`config.mk`:
```
export PLATFORM = sky130hd
export DESIGN_NAME = nxd_responder_flat
export DESIGN_NICKNAME = d
export VERILOG_FILES = /design/src/rtl/nxd_responder_if.sv /design/src/rtl/nxd_responder.sv /design/src/flat_wrapper.sv
export SDC_FILE = /design/constraint.sdc
export NUM_CORES = 1
export LEC_CHECK = 0
export ABC_AREA = 1
export CAP_MARGIN = 10
export CORE_UTILIZATION = 50
export DETAILED_ROUTE_END_ITERATION = 8
export GPL_TIMING_DRIVEN = 0
export PLACE_DENSITY = 0.9
export RECOVER_POWER = 25
export SYNTH_ARGS = -nofsm -noshare
export SYNTH_HDL_FRONTEND = slang
export SYNTH_SLANG_ARGS = --single-unit
```
`constraint.sdc`:
```
create_clock -name clk -period 4.33 [get_ports clk]
set_clock_uncertainty 0.15 [all_clocks]
set_input_delay 0.866 -clock clk [delete_from_list [all_inputs] [get_ports clk]]
set_output_delay 0.866 -clock clk [all_outputs]
set_load 0.1 [all_outputs]
```
`src/rtl/nxd_responder_if.sv`:
```
// CPU IO bus / device-ack bundle seen by the NXD responder.
// The master side is the CPU plus the OR'd device lines; the responder is the slave.
interface nxd_responder_if #(
    parameter int unsigned ADDR_WIDTH = 22,
    parameter int unsigned DATA_WIDTH = 36
);
    logic                  busREQ;
    logic                  busIO;
    logic [ADDR_WIDTH-1:0] busADDR;
    logic                  devACK;
    logic [DATA_WIDTH-1:0] devDATA;
    logic                  clrNXD;
    logic                  busACK;
    logic [DATA_WIDTH-1:0] busDATA;
    logic                  nxd;
    logic [ADDR_WIDTH-1:0] nxdADDR;

    modport master (
        output busREQ, busIO, busADDR, devACK, devDATA, clrNXD,
        input  busACK, busDATA, nxd, nxdADDR
    );

    modport slave (
        input  busREQ, busIO, busADDR, devACK, devDATA, clrNXD,
        output busACK, busDATA, nxd, nxdADDR
    );
endinterface

```
`src/rtl/nxd_responder.sv`:
```
// IO bus responder: forwards device acks to the CPU and completes unclaimed IO cycles
// with zero data after a timeout, latching a sticky non-existent-device flag.
module nxd_responder #(
    parameter int unsigned TIMEOUT    = 63,
    parameter int unsigned ADDR_WIDTH = 22,
    parameter int unsigned DATA_WIDTH = 36
) (
    input  logic             clk,
    input  logic             rst,
    input  logic             clken,
    nxd_responder_if.slave   bus
);
    localparam int unsigned CntWidth = $clog2(TIMEOUT);
    localparam logic [CntWidth-1:0] CntLast = CntWidth'(TIMEOUT - 1);

    typedef enum logic [2:0] {StIdle, StWait, StAck, StNxd, StHold} state_e;

    state_e                state_q, state_d;
    logic [CntWidth-1:0]   count_q, count_d;
    logic [ADDR_WIDTH-1:0] addr_q, addr_d;
    logic                  bus_ack_q, bus_ack_d;
    logic [DATA_WIDTH-1:0] bus_data_q, bus_data_d;
    logic                  nxd_q, nxd_d;
    logic [ADDR_WIDTH-1:0] nxd_addr_q, nxd_addr_d;

    always_comb begin
        state_d    = state_q;
        count_d    = count_q;
        addr_d     = addr_q;
        bus_ack_d  = bus_ack_q;
        bus_data_d = bus_data_q;
        nxd_d      = nxd_q;
        nxd_addr_d = nxd_addr_q;
        if (clken) begin
            bus_ack_d = 1'b0;
            // Clear first so a same-edge NXD entry below overrides it.
            if (bus.clrNXD) begin
                nxd_d = 1'b0;
            end
            unique case (state_q)
                StIdle: begin
                    if (bus.busREQ && bus.busIO) begin
                        state_d = StWait;
                        count_d = '0;
                        addr_d  = bus.busADDR;
                    end
                end
                StWait: begin
                    if (!bus.busREQ) begin
                        state_d = StIdle;
                    end else if (bus.devACK) begin
                        state_d    = StAck;
                        bus_data_d = bus.devDATA;
                    end else if (count_q == CntLast) begin
                        state_d    = StNxd;
                        bus_data_d = '0;
                        nxd_d      = 1'b1;
                        nxd_addr_d = addr_q;
                    end else begin
                        count_d = count_q + CntWidth'(1);
                    end
                end
                StAck, StNxd: begin
                    bus_ack_d = 1'b1;
                    state_d   = StHold;
                end
                StHold: begin
                    // Wait for the CPU to drop the request so it is served only once.
                    if (!bus.busREQ) begin
                        state_d = StIdle;
                    end
                end
                default: state_d = StIdle;
            endcase
        end
    end

    always_ff @(posedge clk or negedge rst) begin
        if (!rst) begin
            state_q    <= StIdle;
            count_q    <= '0;
            addr_q     <= '0;
            bus_ack_q  <= 1'b0;
            bus_data_q <= '0;
            nxd_q      <= 1'b0;
            nxd_addr_q <= '0;
        end else begin
            state_q    <= state_d;
            count_q    <= count_d;
            addr_q     <= addr_d;
            bus_ack_q  <= bus_ack_d;
            bus_data_q <= bus_data_d;
            nxd_q      <= nxd_d;
            nxd_addr_q <= nxd_addr_d;
        end
    end

    assign bus.busACK  = bus_ack_q;
    assign bus.busDATA = bus_data_q;
    assign bus.nxd     = nxd_q;
    assign bus.nxdADDR = nxd_addr_q;
endmodule
```
`src/flat_wrapper.sv`:
```
// flat-port wrapper written by rule: the top's interface ports become plain ports
module nxd_responder_flat 
#(
    parameter int unsigned TIMEOUT    = 63,
    parameter int unsigned ADDR_WIDTH = 22,
    parameter int unsigned DATA_WIDTH = 36
)
  (clk, rst, clken, bus_busREQ, bus_busIO, bus_busADDR, bus_devACK, bus_devDATA, bus_clrNXD, bus_busACK, bus_busDATA, bus_nxd, bus_nxdADDR);
  nxd_responder_if #(.ADDR_WIDTH(ADDR_WIDTH), .DATA_WIDTH(DATA_WIDTH)) bus_i ();
  input  logic clk;
  input  logic rst;
  input  logic clken;
  input wire logic [$bits(bus_i.busREQ)-1:0] bus_busREQ;
  input wire logic [$bits(bus_i.busIO)-1:0] bus_busIO;
  input wire logic [$bits(bus_i.busADDR)-1:0] bus_busADDR;
  input wire logic [$bits(bus_i.devACK)-1:0] bus_devACK;
  input wire logic [$bits(bus_i.devDATA)-1:0] bus_devDATA;
  input wire logic [$bits(bus_i.clrNXD)-1:0] bus_clrNXD;
  output wire logic [$bits(bus_i.busACK)-1:0] bus_busACK;
  output wire logic [$bits(bus_i.busDATA)-1:0] bus_busDATA;
  output wire logic [$bits(bus_i.nxd)-1:0] bus_nxd;
  output wire logic [$bits(bus_i.nxdADDR)-1:0] bus_nxdADDR;
  assign bus_i.busREQ = bus_busREQ;
  assign bus_i.busIO = bus_busIO;
  assign bus_i.busADDR = bus_busADDR;
  assign bus_i.devACK = bus_devACK;
  assign bus_i.devDATA = bus_devDATA;
  assign bus_i.clrNXD = bus_clrNXD;
  assign bus_busACK = bus_i.busACK;
  assign bus_busDATA = bus_i.busDATA;
  assign bus_nxd = bus_i.nxd;
  assign bus_nxdADDR = bus_i.nxdADDR;
  nxd_responder #(.TIMEOUT(TIMEOUT), .ADDR_WIDTH(ADDR_WIDTH), .DATA_WIDTH(DATA_WIDTH)) u_core (.clk(clk), .rst(rst), .clken(clken), .bus(bus_i));
endmodule
```
# Word level (Yosys, flattened, before mapping)
# Index checks and enable logic that the tools add are counted.
[totals]
ff_bits = 91
in_bits = 65
out_inout_bits = 60
elab_cells = 49
[op_classes]
add_sub_neg = 1
eq_ne = 11
muxes = 19
bitwise_logic = 1
n_reduce_logical = 10
[op_table]
columns = ["cell", "count"]
rows = [
  ["$mux 36", 2],
  ["$mux 6", 4],
  ["$mux 3", 5],
  ["$pmux 3 s4", 1],
  ["$pmux 6 s2", 1],
  ["$ne 2x2->1 const B", 4],
  ["$reduce_and 4->1", 2],
  ["$add 6x1->6 const B", 1],
  ["$eq 3x2->1 const B", 2],
  ["$eq 6x6->1 const B", 1],
  ["$mux 1", 6],
  ["$reduce_and 6->1", 1],
  ["$reduce_and 5->1", 1],
  ["$ne 4x3->1 const B", 1],
  ["$reduce_bool 2->1", 2],
  ["$eq 3x1->1 const B", 1],
  ["$eq 3x3->1 const B", 1],
  ["$logic_not 3->1", 1],
  ["$reduce_and 3->1", 1],
  ["$ne 2x1->1 const B", 1],
  ["$reduce_or 2->1", 1],
  ["$logic_and 1x1->1", 1],
  ["$not 1->1", 1],
]

# Longest topological paths before layout
[depth]
ltp_word = 5
ltp_mapped = 10
ltp_nobuf = 9

# Worst setup path after synthesis
# OpenSTA, ideal clock, no wires.
[synth_path]
kind = "input port to flip-flop"
from = "input port bus_devACK"
to = "register u_core.nxd_addr_q[14] (netlist: u_core.bus.nxdADDR[14])"
setup_ps = 122
t_arrival_ps = 1678
t_required_ps = 4058
path_slack_ps = 2379
stages = 7
path_buffers = 1
cell_sequence = "inv_1 nand2_1 nor2_2 nand3_4 buf_6 nand2_1 o21ai_2"
[synth_via]
elab_chain_cells = 2
[synth_lines]
columns = ["item", "line", "text"]
rows = [
  ["from (decl)", "flat_wrapper.sv:16", "input wire logic [$bits(bus_i.devACK)-1:0] bus_devACK;"],
  ["$not 1->1 (no source line)", "n/a", ""],
  ["$reduce_and 5->1 (no source line)", "n/a", ""],
  ["to (signal assigned)", "nxd_responder.sv:94", "nxd_addr_q <= nxd_addr_d;"],
  ["to (decl)", "nxd_responder.sv:24", "logic [ADDR_WIDTH-1:0] nxd_addr_q, nxd_addr_d;"],
]
# No other way between the ends.
# A chain may end at the register's enable or synchronous reset.

# Final worst setup path
[layout_path]
from = "register u_core.bus_data_q[21] (netlist: u_core.bus.busDATA[21])"
to = "output port bus_busDATA[21]"
[layout_lines]
columns = ["item", "line", "text"]
rows = [
  ["from (decl)", "nxd_responder.sv:22", "logic [DATA_WIDTH-1:0] bus_data_q, bus_data_d;"],
  ["from (signal assigned)", "nxd_responder.sv:92", "bus_data_q <= bus_data_d;"],
  ["to (decl)", "flat_wrapper.sv:20", "output wire logic [$bits(bus_i.busDATA)-1:0] bus_busDATA;"],
]
# No word-level cell between the ends.

==> impl_metrics.ini <==
[critical_path]
worst-r2r-cell-count = 8
worstPathRequired_ps = 3310
path_cells = clkdlybuf4s50_1
r2r_start = u_core.count_q[0]$_DFFE_PN0P_
crit_path_top_delay_cell = clkdlybuf4s50_1
cp_num_buf_inv = 1
cp-startpoint = u_core.bus.busDATA[21]$_DFFE_PN0P_
crit_end = bus_busDATA[21]
critPathArrivalTime_ps = 1880
critPathTopFamily = buffers and inverters
cp-start-kind = register
critPathKind = reg2out
cp_max_fo = 2
cp-end-kind = output port
critical_path_depth = 1
r2r_slack_ps = 2350
regToRegEndpoint = u_core.count_q[5]$_DFFE_PN0P_
slowest_delay_ps = 1150

[route]
wl_per_cell_um = 13.73
ant_nets = 0
viasPerCell = 4.876
drt_iter0_markers = 203
dr.pass1.iters = 4
drt-total-wl_um = 9086
drc = 0
vias = 3228

[floorplanning]
die_w_um = 90.14
core-area_um2 = 7370
die-height_um = 90.14
rows = 31
die_area_um2 = 8124
pin_count = 125
start_util_pct = 52.70

[timing]
timing.final.ws_setup_ps = 1437
finalSetupViolCount = 0
tightest_slew_ps = 1419
timing.setup.tns_ps = 0
fmax_mhz = 345.7
fin_crit_ps = 2893
fin_crit_sh_pct = 66.80
rsz0062_at_grt = false
hold_viol_final = 0
relSlewSlack_pct = 5.369
maxSlewViolCount = 0
hold_ws_ps = 328.0

[cts]
postCtsResizedCells = 0
postCtsSetupRepairBufs = 0
cts_buffers = 9
cts-htree-levels = 3
cts_hold_buffers = 0
clkLatencyLatePin_ps = 350
cts_tree = done
clock_sinks = 91
cts-root-buf = clkbuf_8
clk_pin_slew_worst_paths_ps = 90
clockBufferDepth = 2

[global_routing]
grt_pass1_vias = 3350
antenna_found_initial = 0
grt_max_degree = 69
grtUsageTotal_pct = 23.90
grt-ovfl-total = 0
grt_pass1_wl_um = 15590

[synth]
yosys_register_bits = 91
synth_top_area_cell = dfrtp_1
synthDistinctLibCells = 27
yosysWarningCount = 0
synthTopCellsByArea = dfrtp_1, nand2_1, buf_6
synth_nets = 490
synth_area_um2 = 3884
syn_avg_cell_area_um2 = 9.181
synth_top_area_share_pct = 58.63
ys_seq_area_share_pct = 58.63
synthCells = 423

[min_path]
worstHoldStart = u_core.bus.busDATA[22]$_DFFE_PN0P_
hold_path_class = reg2reg

[placed_design]
pre_cts_ws_ps = 1732
place_hpwl_um = 6670
gp_congestion = 0.7811
portBuffers = 123

[run_status]
outcome = completed

[power]
p_per_area_nw_per_um2 = 751.8
p_leak_nw = 2.600
p_total_w = 0.004116
ir_drop_v = 0.0006244

[final_layout]
fin_nets = 625
layout.core_utilization_pct = 74.30
antenna_cells = 0
drive_gt1_share_pct = 9.947
area.growth.synth_to_final_pct = 40.98

[flow_run]
max_cap_violations = 0
## stage by stage
step	instances	area, um2
global placement	645	5239
floorplan	423	3884
global route	662	5475
finish	662	5475
CTS	662	5489
detailed placement	646	5264
## worst min-delay path: cells and delay by family (launching register included)
kind	cells	cell delay (ps)
DFF	1	350
and+or+nand+nor	2	100
## layer usage
metal,share of wire [%],GRT usage (%),vias to the layer above
met2,52,42.05,79
met4,2.1,10.48,0
met1,42,28.64,1561
li1,-,-,1576
met3,3.8,4.315,12
met5,0,0,-
## where the power goes
group / switching [W] / internal [W]
clock: 0.000302 / 0.000344
sequential: 0.000149 / 0.00113
combinational: 0.00168 / 0.000506
## cell type report
type                    instances  area (um2)
plain buffers                  16       152.6
clock buffers                  11       141.4
clock inverters                 5       83.83
fillers                       535        1894
inverters                      32       127.6
multi-input cells             284        1316
flip-flops and latches         91        2277
well taps                      99       123.9
repair buffers                124        1252
## cell usage after synthesis
| master | n |
|---|---|
| nor2_4 | 4 |
| o21ai_0 | 15 |
| buf_2 | 1 |
| buf_4 | 2 |
| nor2_8 | 1 |
| nand3_2 | 1 |
| and3_1 | 1 |
| inv_2 | 2 |
| nor2_2 | 2 |
| o21ai_1 | 23 |
| nand3_1 | 11 |
| inv_1 | 28 |
| clkbuf_8 | 1 |
| buf_6 | 11 |
| ha_1 | 2 |
| xnor2_1 | 1 |
| inv_4 | 1 |
| clkbuf_2 | 1 |
| nand2_1 | 195 |
| dfrtp_1 | 91 |
| nand3_4 | 3 |
| nor2_1 | 10 |
| o211ai_1 | 1 |
| nand4_1 | 3 |
| o21ai_2 | 10 |
| inv_6 | 1 |
| o21bai_1 | 1 |
## placed cells by master, fill, tap and decap left out, types with 4 or more instances in the layout
master / synthesis / layout
buf_6: 11 / 11
clkbuf_8: 1 / 10
clkdlybuf4s50_1: 0 / 122
dfrtp_1: 91 / 91
inv_1: 28 / 28
nand2_1: 195 / 195
nand3_1: 11 / 11
nor2_1: 10 / 10
nor2_4: 4 / 4
o21ai_0: 15 / 15
o21ai_1: 23 / 23
o21ai_2: 10 / 10
## registers in the layout, summed over array words and instances, names as in the netlist
| signal | cells |
|---|---|
| u_core.addr_q | 22 |
| u_core.bus.busACK | 1 |
| u_core.bus.busDATA | 36 |
| u_core.bus.nxd | 1 |
| u_core.bus.nxdADDR | 22 |
| u_core.count_q | 6 |
| u_core.state_q | 3 |
## how the worst min path moves through the flow
stage               depth (start not counted)                                  to
floorplan                                   2       u_core.state_q[2]$_DFFE_PN0P_
global placement                            2  u_core.bus.busDATA[16]$_DFFE_PN0P_
detailed placement                          2  u_core.bus.busDATA[31]$_DFFE_PN0P_
CTS                                         1   u_core.bus.busDATA[3]$_DFFE_PN0P_
global route                                2  u_core.bus.busDATA[22]$_DFFE_PN0P_
finish                                      2  u_core.bus.busDATA[22]$_DFFE_PN0P_
## cells by family (layout without fill, tap and decap cells)
family | after synthesis | after routing | share of synthesized area, %
and+or+nand+nor | 231 | 231 | 25.48
DFF | 91 | 91 | 58.63
AOI/OAI and AO/OA | 50 | 50 | 7.539
buffers and inverters | 48 | 188 | 7.474
adders and majority gates | 2 | 2 | 0.6442
xor gates and xnor gates | 1 | 1 | 0.2256
Note: power is estimated with default switching activity, not from simulation.
